File: src/rtl/vga_timing_gen.sv
// rtl/vga_timing_gen.sv - parametrised raster timing generator with pixel divider, strobes and frame counter
// Counters, syncs and blanking share one register stage so every output moves on the same pix_ce edge.
module vga_timing_gen #(
  parameter int H_ACTIVE   = 640,
  parameter int H_FP       = 16,
  parameter int H_SYNC     = 96,
  parameter int H_BP       = 48,
  parameter int V_ACTIVE   = 480,
  parameter int V_FP       = 10,
  parameter int V_SYNC     = 2,
  parameter int V_BP       = 33,
  parameter int H_SYNC_POL = 0,
  parameter int V_SYNC_POL = 0,
  parameter int CLK_DIV    = 2,
  parameter int CNT_W      = 11
) (
  input  logic             clk,
  input  logic             rst,
  input  logic             en,
  input  logic             resync,
  output logic             pix_ce,
  output logic             vga_clk,
  output logic             hsync,
  output logic             vsync,
  output logic             active,
  output logic             VGA_BLANK_N,
  output logic             VGA_SYNC_N,
  output logic [CNT_W-1:0] x,
  output logic [CNT_W-1:0] y,
  output logic             line_start,
  output logic             frame_start,
  output logic [7:0]       frame_cnt
);

  localparam int H_TOTAL = H_ACTIVE + H_FP + H_SYNC + H_BP;
  localparam int V_TOTAL = V_ACTIVE + V_FP + V_SYNC + V_BP;
  localparam int DIV_W   = (CLK_DIV > 1) ? $clog2(CLK_DIV) : 1;

  localparam logic [DIV_W-1:0] DIV_LAST = DIV_W'(CLK_DIV - 1);
  localparam logic [CNT_W-1:0] H_LAST   = CNT_W'(H_TOTAL - 1);
  localparam logic [CNT_W-1:0] V_LAST   = CNT_W'(V_TOTAL - 1);
  localparam logic [CNT_W-1:0] H_ACT    = CNT_W'(H_ACTIVE);
  localparam logic [CNT_W-1:0] V_ACT    = CNT_W'(V_ACTIVE);
  localparam logic [CNT_W-1:0] HS_BEG   = CNT_W'(H_ACTIVE + H_FP);
  localparam logic [CNT_W-1:0] HS_END   = CNT_W'(H_ACTIVE + H_FP + H_SYNC);
  localparam logic [CNT_W-1:0] VS_BEG   = CNT_W'(V_ACTIVE + V_FP);
  localparam logic [CNT_W-1:0] VS_END   = CNT_W'(V_ACTIVE + V_FP + V_SYNC);
  localparam logic             HS_ON    = (H_SYNC_POL != 0);
  localparam logic             VS_ON    = (V_SYNC_POL != 0);

  logic [DIV_W-1:0] r_div_cnt;
  logic [CNT_W-1:0] r_x;
  logic [CNT_W-1:0] r_y;
  logic             r_vga_clk;
  logic             r_hsync;
  logic             r_vsync;
  logic             r_active;
  logic             r_line_start;
  logic             r_frame_start;
  logic [7:0]       r_frame_cnt;

  logic             w_pix_ce;
  logic [DIV_W-1:0] w_div_nxt;
  logic             w_vga_rise;
  logic             w_x_wrap;
  logic             w_y_wrap;
  logic [CNT_W-1:0] w_x_nxt;
  logic [CNT_W-1:0] w_y_nxt;
  logic             w_hs_in;
  logic             w_vs_in;
  logic             w_act_nxt;

  always_comb begin
    w_pix_ce  = en && (r_div_cnt == DIV_LAST);
    w_div_nxt = (r_div_cnt == DIV_LAST) ? '0 : r_div_cnt + DIV_W'(1);
    w_x_wrap  = (r_x == H_LAST);
    w_y_wrap  = (r_y == V_LAST);
    w_x_nxt   = r_x;
    w_y_nxt   = r_y;
    if (resync) begin
      w_x_nxt = '0;
      w_y_nxt = '0;
    end else if (w_pix_ce) begin
      w_x_nxt = w_x_wrap ? '0 : r_x + CNT_W'(1);
      if (w_x_wrap)
        w_y_nxt = w_y_wrap ? '0 : r_y + CNT_W'(1);
    end
    w_hs_in   = (w_x_nxt >= HS_BEG) && (w_x_nxt < HS_END);
    w_vs_in   = (w_y_nxt >= VS_BEG) && (w_y_nxt < VS_END);
    w_act_nxt = (w_x_nxt < H_ACT) && (w_y_nxt < V_ACT);
  end

  // vga_clk low for the first half of each pixel, so it falls on the advancing edge
  generate
    if (CLK_DIV > 1) begin : g_div
      localparam logic [DIV_W-1:0] DIV_HALF = DIV_W'(CLK_DIV / 2);
      assign w_vga_rise = (w_div_nxt >= DIV_HALF);
    end else begin : g_nodiv
      assign w_vga_rise = 1'b0;
    end
  endgenerate

  always_ff @(posedge clk or negedge rst) begin
    if (!rst) begin
      r_div_cnt     <= '0;
      r_x           <= '0;
      r_y           <= '0;
      r_vga_clk     <= 1'b0;
      r_hsync       <= ~HS_ON;
      r_vsync       <= ~VS_ON;
      r_active      <= 1'b1;
      r_line_start  <= 1'b0;
      r_frame_start <= 1'b0;
      r_frame_cnt   <= '0;
    end else begin
      r_x           <= w_x_nxt;
      r_y           <= w_y_nxt;
      r_hsync       <= w_hs_in ? HS_ON : ~HS_ON;
      r_vsync       <= w_vs_in ? VS_ON : ~VS_ON;
      r_active      <= w_act_nxt;
      r_line_start  <= !resync && w_pix_ce && w_x_wrap;
      r_frame_start <= !resync && w_pix_ce && w_x_wrap && w_y_wrap;
      if (resync) begin
        r_div_cnt <= '0;
        r_vga_clk <= 1'b0;
      end else if (en) begin
        r_div_cnt <= w_div_nxt;
        r_vga_clk <= w_vga_rise;
        if (w_pix_ce && w_x_wrap && w_y_wrap)
          r_frame_cnt <= r_frame_cnt + 8'd1;
      end
    end
  end

  assign pix_ce      = w_pix_ce;
  assign vga_clk     = r_vga_clk;
  assign hsync       = r_hsync;
  assign vsync       = r_vsync;
  assign active      = r_active;
  assign VGA_BLANK_N = r_active;
  assign VGA_SYNC_N  = 1'b1;
  assign x           = r_x;
  assign y           = r_y;
  assign line_start  = r_line_start;
  assign frame_start = r_frame_start;
  assign frame_cnt   = r_frame_cnt;

endmodule

File: config.mk
export PLATFORM = sky130hd
export DESIGN_NAME = vga_timing_gen
export DESIGN_NICKNAME = d
export VERILOG_FILES = /design/src/rtl/vga_timing_gen.sv
export SDC_FILE = /design/constraint.sdc
export NUM_CORES = 1
export LEC_CHECK = 0
export ABC_AREA = 0
export CAP_MARGIN = 20
export CORE_ASPECT_RATIO = 1.4
export CORE_MARGIN = 8
export CORE_UTILIZATION = 47
export CTS_CLUSTER_DIAMETER = 150
export DETAILED_ROUTE_END_ITERATION = 10
export GPL_TIMING_DRIVEN = 0
export PLACE_DENSITY = 0.75
export SYNTH_ARGS = -nofsm -noshare
export SYNTH_HDL_FRONTEND = slang
export SYNTH_SLANG_ARGS = --single-unit
File: constraint.sdc
create_clock -name clk -period 5.7 [get_ports clk]
set_clock_uncertainty 0.2 [all_clocks]
set_input_delay 0.855 -clock clk [delete_from_list [all_inputs] [get_ports clk]]
set_output_delay 0.855 -clock clk [all_outputs]
set_load 0.005 [all_outputs]
Word-level counts from Yosys, hierarchy flattened:

Cells that the tools add are included.

* output and inout bits: 39
* word-level logic and storage cells: 50
* memory bits (writable): 0
* register bits after elaboration: 37
* bits in read-only memories: 0
* memories kept: 0
* latch bits: 0

* bitwise operators: 1
* add/sub/neg operators: 4
* multiplexer cells: 14
* reductions and logical operators: 12
* $mul: 0
* equality and inequality tests: 2
* div/mod/pow operators: 0
* magnitude comparators: 7
* shift-type cells: 0

Operators with widths (count)
* 11-bit two-way mux: 7
* 11-bit by 1-bit adder with 11-bit output (second input constant): 2
* 11-bit by 10-bit == test with 1-bit output (second input constant): 2
* 11-bit by 10-bit less-than comparator with 1-bit output (second input constant): 2
* 11-bit by 9-bit less-than comparator with 1-bit output (second input constant): 2
* 11-bit by 10-bit >= comparator with 1-bit output (second input constant): 1
* 11-bit by 9-bit >= comparator with 1-bit output (second input constant): 1
* 1-bit logical AND: 9
* 8-bit by 1-bit adder with 8-bit output (second input constant): 1
* 1-bit two-way mux: 7
* 3-bit AND reduction: 1
* 2-bit nonzero test: 1
* 1-bit adder (second input constant): 1
* 1-bit >= comparator (second input constant): 1
* 1-bit zero test: 1
* 1-bit NOT: 1

Longest topological paths before layout:

* word-level depth: 8
* gate-level depth with buffers: 8
* gate-level depth less buffers: 8

Worst setup path after synthesis:

Ideal clock, no wire load.

* path kind: input port to flip-flop
* from: input port en
* to: register r_active (netlist: VGA_BLANK_N)
* data required time: 5410 ps
* path buffers: 1
* stages on the path: 7
* setup time: 90 ps
* slack: 2887 ps
* arrival time: 2523 ps
* cell sequence: nand2_1 or4_4 buf_6 or3_1 xor2_1 and4b_1 nor4_2

* word-level cells in the longest chain between the ends: 5
* elaborated cells on any way between the ends: 8

Ends and longest elaborated chain
* start, declared: RTL line 19 `input logic en,`
* 1-bit logical AND *: RTL line 74 `w_pix_ce = en && (r_div_cnt == DIV_LAST);`
* 11-bit two-way mux: RTL line 83 `end else if (w_pix_ce) begin`
* 11-bit two-way mux: RTL line 80 `if (resync) begin`
* 11-bit by 10-bit less-than comparator with 1-bit output or 11-bit by 9-bit less-than comparator with 1-bit output (tied branches): RTL line 90 `w_act_nxt = (w_x_nxt < H_ACT) && (w_y_nxt < V_ACT);`
* 1-bit logical AND *: RTL line 90
* net w_act_nxt: RTL line 71 `logic w_act_nxt;`
* end signal, assigned: RTL line 120 `r_active <= w_act_nxt;`
* end, declared: RTL line 57 `logic r_active;`

Mark *: on every way through the listed nets, which the timed path passes. The rest lies on a longest branch.
A chain may end at the register's enable or synchronous reset.

Final worst setup path:

* from: input port en
* to: register r_y[8] (netlist: y[8])

* word-level cells in the longest chain between the ends: 3

Ends and longest elaborated chain
* 1-bit logical AND: RTL line 74
* 11-bit two-way mux: RTL line 83
* 11-bit two-way mux: RTL line 80
* net w_y_nxt[8]: RTL line 68 `logic [CNT_W-1:0] w_y_nxt;`
* end signal, assigned: RTL line 117 `r_y <= w_y_nxt;`
* end, declared: RTL line 53 `logic [CNT_W-1:0] r_y;`

The timed path passes the listed nets, and every way through them passes these cells.

==> metrics.txt <==
# TYPE chip_impl_metric gauge
chip_impl_metric{name="detailroute.wirelength.met3",unit="um"} 240
chip_impl_metric{name="std_cell_rows",unit=""} 27
chip_impl_metric{name="number_of_antenna_violations_at_the_first_check_in_global_routing",unit=""} 0
chip_impl_metric{name="post_synth_edffs",unit=""} 0
chip_impl_metric{name="area.sequential",unit="um2"} 905
chip_impl_metric{name="pin_slew_with_the_least_headroom_to_its_limit",unit="ns"} 0.785
chip_impl_metric{name="max_cap_viols",unit=""} 0
chip_impl_metric{name="dieHeight",unit="um"} 91.2
chip_impl_metric{name="die_width",unit="um"} 69.7
chip_impl_metric{name="initial_utilization",unit=""} 0.484
chip_impl_info{name="crit_end",value="y[8]"} 1
chip_impl_metric{name="synth.yosys.seq_area_share",unit=""} 0.477
chip_impl_metric{name="antennaDiodeCount",unit=""} 0
chip_impl_metric{name="weighted_congestion_reported_at_the_end_of_routability_driven_placement",unit=""} 0.895
chip_impl_metric{name="worst_ep_arrival_time",unit="ns"} 3.52
chip_impl_metric{name="detailedRoute.firstPassIterationCount",unit=""} 4
chip_impl_metric{name="clkTransAtPathRegs",unit="ns"} 0.07
chip_impl_metric{name="yosys.cell_types.count",unit=""} 42
chip_impl_metric{name="design.final.nets",unit=""} 248
chip_impl_metric{name="grt_first_pass_wirelength",unit="um"} 7690
chip_impl_metric{name="place.detailed.instances",unit=""} 276
chip_impl_metric{name="final-max-slew-violation-count",unit=""} 0
chip_impl_metric{name="final_antenna_net_count",unit=""} 0
chip_impl_metric{name="flow.area_growth_from_synthesis",unit="%"} 27.9
chip_impl_metric{name="postCtsSetupBuffers",unit=""} 0
chip_impl_metric{name="peakVddDrop",unit="mV"} 0.212
chip_impl_info{name="beginning_of_the_critical_path",value="en"} 1
chip_impl_metric{name="largest_net_degree_at_the_start_of_global_routing",unit=""} 37
chip_impl_metric{name="total_area_of_multi_input_combinational_cells",unit="um2"} 916
chip_impl_info{name="worstSetupStartpointType",value="primary input"} 1
chip_impl_metric{name="via_per_inst",unit=""} 5.50
chip_impl_metric{name="place.port_buffers",unit=""} 40
chip_impl_metric{name="grt_pass1_vias",unit=""} 1639
chip_impl_metric{name="place_hpwl",unit="um"} 3260
chip_impl_metric{name="layout_setup_ws",unit="ns"} 2.12
chip_impl_metric{name="stdcell_count",unit=""} 284
chip_impl_info{name="crit_type",value="primary input to flip-flop"} 1
chip_impl_metric{name="detailroute.via_count",unit=""} 1563
chip_impl_metric{name="cts_num_sinks",unit=""} 36
chip_impl_metric{name="cts-resized-gates",unit=""} 0
chip_impl_info{name="cp-end-kind",value="flip-flop"} 1
chip_impl_info{name="rsz_0062_raised_after_global_routing",value="false"} 1
chip_impl_metric{name="p_per_area",unit="nW/um2"} 186
chip_impl_metric{name="total_of_fill_cells_in_the_finished_design",unit=""} 360
chip_impl_metric{name="synthArstFlopShare",unit=""} 1.00
chip_impl_metric{name="tritoncts.num_buffers",unit=""} 5
chip_impl_metric{name="clk_path_buf_depth",unit=""} 2
chip_impl_metric{name="power.leakage",unit="nW"} 0.996
chip_impl_metric{name="drive_above_1_share",unit=""} 0.0830
chip_impl_metric{name="slew-limit-headroom",unit=""} 0.477
chip_impl_metric{name="route.detailed.drc",unit=""} 0
chip_impl_metric{name="max_freq",unit="GHz"} 0.279
chip_impl_info{name="top_signal_layer_used",value="met4"} 1
chip_impl_metric{name="final.setup.tns",unit="ns"} 0
chip_impl_metric{name="wl",unit="um"} 4440
chip_impl_metric{name="postCtsHoldBufs",unit=""} 0
chip_impl_metric{name="dr_wl_met2",unit="um"} 2290
chip_impl_metric{name="design.die.area",unit="um2"} 6350
chip_impl_metric{name="drtIter0Drc",unit=""} 83
chip_impl_metric{name="crit_fanout",unit=""} 10
chip_impl_metric{name="detail_route.wl_per_cell",unit="um"} 15.6
chip_impl_metric{name="setup_viol_count_final",unit=""} 0
chip_impl_info{name="clock-root-buffer",value="clkbuf_8"} 1
chip_impl_info{name="hold_class",value="flip-flop to flip-flop"} 1
chip_impl_metric{name="timing_hold_violations_final",unit=""} 0
chip_impl_metric{name="globalRoute.totalOverflow",unit=""} 0
chip_impl_metric{name="synth_seq_cells",unit=""} 36
chip_impl_metric{name="required",unit="ns"} 5.64
chip_impl_info{name="worst_r2r_endpoint",value="y[8]"} 1
chip_impl_metric{name="cell_area_after_synthesis",unit="um2"} 1900
chip_impl_metric{name="finalCritPeriodShare",unit=""} 0.628
chip_impl_metric{name="cts.htree.levels",unit=""} 2
chip_impl_metric{name="design_power_total",unit="mW"} 0.452
chip_impl_metric{name="synth.net_count",unit=""} 201
chip_impl_info{name="ys.flop_type",value="dfrtp_1"} 1
chip_impl_metric{name="design.core.area",unit="um2"} 3920
chip_impl_metric{name="groute.usage.overall",unit=""} 0.144
chip_impl_info{name="tritoncts",value="built"} 1
chip_impl_metric{name="worstSkewPairLatency",unit="ns"} 0.29
chip_impl_metric{name="place_ws",unit="ns"} 1.80
chip_impl_metric{name="met1_length",unit="um"} 1860
chip_impl_metric{name="r2r_cells",unit=""} 7
chip_impl_metric{name="yosys_warnings",unit=""} 0
chip_impl_info{name="outcome",value="complete, no violations"} 1
chip_impl_metric{name="floorplan.io_pins",unit=""} 43
chip_impl_metric{name="reg2reg_setup_slack",unit="ns"} 2.58
chip_impl_info{name="critical_path.reg2reg.startpoint",value="x[6]"} 1
chip_impl_metric{name="netlist_instances",unit=""} 193
chip_impl_metric{name="syn_avg_cell_area",unit="um2"} 9.83
chip_impl_metric{name="fin_crit",unit="ns"} 3.58
[synth_stat cells (all sizes together), types with 3 or more instances]
master	number	area, um2
nor2	20	75.1
nand4	8	50.1
o21ai	3	15.0
inv	6	22.5
nor4	7	65.1
xnor2	20	175
buf	4	31.3
o21bai	3	22.5
nand2	19	71.3
and3	3	18.8
dfrtp	33	826
nand3	9	45.0
nor3	10	61.3
or3	4	25.0
xor2	6	52.6
clkbuf	6	22.5
ha	4	50.1
a21oi	6	30.0
or4	3	30.0
dfstp	3	78.8
[cells in the final DEF (no fill, tap or decap), types with 2 or more instances in the layout]
| cell type | count |
|---|---|
| buf_2 | 2 |
| nand3_1 | 9 |
| dfstp_2 | 3 |
| inv_1 | 6 |
| nor4_1 | 5 |
| nor3_1 | 9 |
| dfrtp_1 | 33 |
| nand4_1 | 8 |
| clkbuf_8 | 5 |
| and3_1 | 3 |
| a21oi_1 | 6 |
| or3_1 | 4 |
| clkdlybuf4s50_1 | 39 |
| o21bai_1 | 3 |
| xnor2_1 | 20 |
| xor2_1 | 6 |
| nor2_1 | 20 |
| o21ai_0 | 3 |
| or4_4 | 2 |
| ha_1 | 4 |
| buf_4 | 2 |
| nand2_1 | 19 |
| clkbuf_1 | 9 |
[cell type report]
type | instances | area share
Multi-Input combinational cell | 141 | 0.378
Sequential cell | 36 | 0.373
Timing Repair Buffer | 40 | 0.163
Clock buffer | 8 | 0.0330
Buffer | 10 | 0.0222
Tap cell | 43 | 0.0222
Inverter | 6 | 0.00928
[per-layer routing]
layer	vias to the layer above	GRT usage
met3	5	0.0501
met2	36	0.258
met5	-	0
met4	0	0.0403
li1	764	-
met1	758	0.156
[stage by stage]
step | hold slack [ns] | cell area, um2 | util
after floorplan | 0.268 | 1900 | -
after global placement | 0.262 | 2350 | 0.600
after CTS | 0.276 | 2430 | 0.619
after global routing | 0.294 | 2430 | 0.619
final | 0.271 | 2430 | 0.619
after detailed placement | 0.265 | 2350 | 0.599
[critical path, cell delays in order]
cell             delay, ns
clkdlybuf4s50_1       0.49
nand2_1               0.09
clkbuf_1              0.21
nor4_1                0.65
buf_2                 0.36
nand2_1               0.19
nor4_1                0.45
xnor2_1               0.18
nor2_1                0.05
[power breakdown]
group	switching (mW)	internal [mW]	total, mW
logic	0.0127	0.00748	0.0202
registers	0.00162	0.257	0.259
clock network	0.0866	0.0868	0.173
[state kept, by name, indices dropped and copies added (netlist names)]
name / cells
VGA_BLANK_N: 1
frame_cnt: 8
frame_start: 1
hsync: 1
line_start: 1
r_div_cnt: 1
vsync: 1
x: 11
y: 11
[kinds of logic (layout without fill, tap and decap cells)]
| logic type | Yosys count | after routing | synth area share |
|---|---|---|---|
| XOR/XNOR | 26 | 26 | 0.120 |
| AO/OA/AOI/OAI | 18 | 18 | 0.0607 |
| buffers and inverters | 16 | 64 | 0.0402 |
| multiplexers | 2 | 2 | 0.0112 |
| other | 1 | 1 | 0.00198 |
| adder cells (fa/ha/maj) | 4 | 4 | 0.0264 |
| AND/OR/NAND/NOR | 90 | 90 | 0.263 |
| flip-flops | 36 | 36 | 0.477 |
[how the worst min path moves through the flow]
stage	startpoint	end	slack (ns)	depth (start not counted)
floorplan	frame_cnt[7]	frame_cnt[7]	0.27	1
global placement	frame_cnt[7]	frame_cnt[7]	0.26	1
detailed placement	frame_cnt[7]	frame_cnt[7]	0.26	1
CTS	frame_cnt[7]	frame_cnt[7]	0.28	1
global route	frame_cnt[7]	frame_cnt[7]	0.29	1
finish	frame_cnt[7]	frame_cnt[7]	0.27	1
Power figures use the tool's default switching activity.
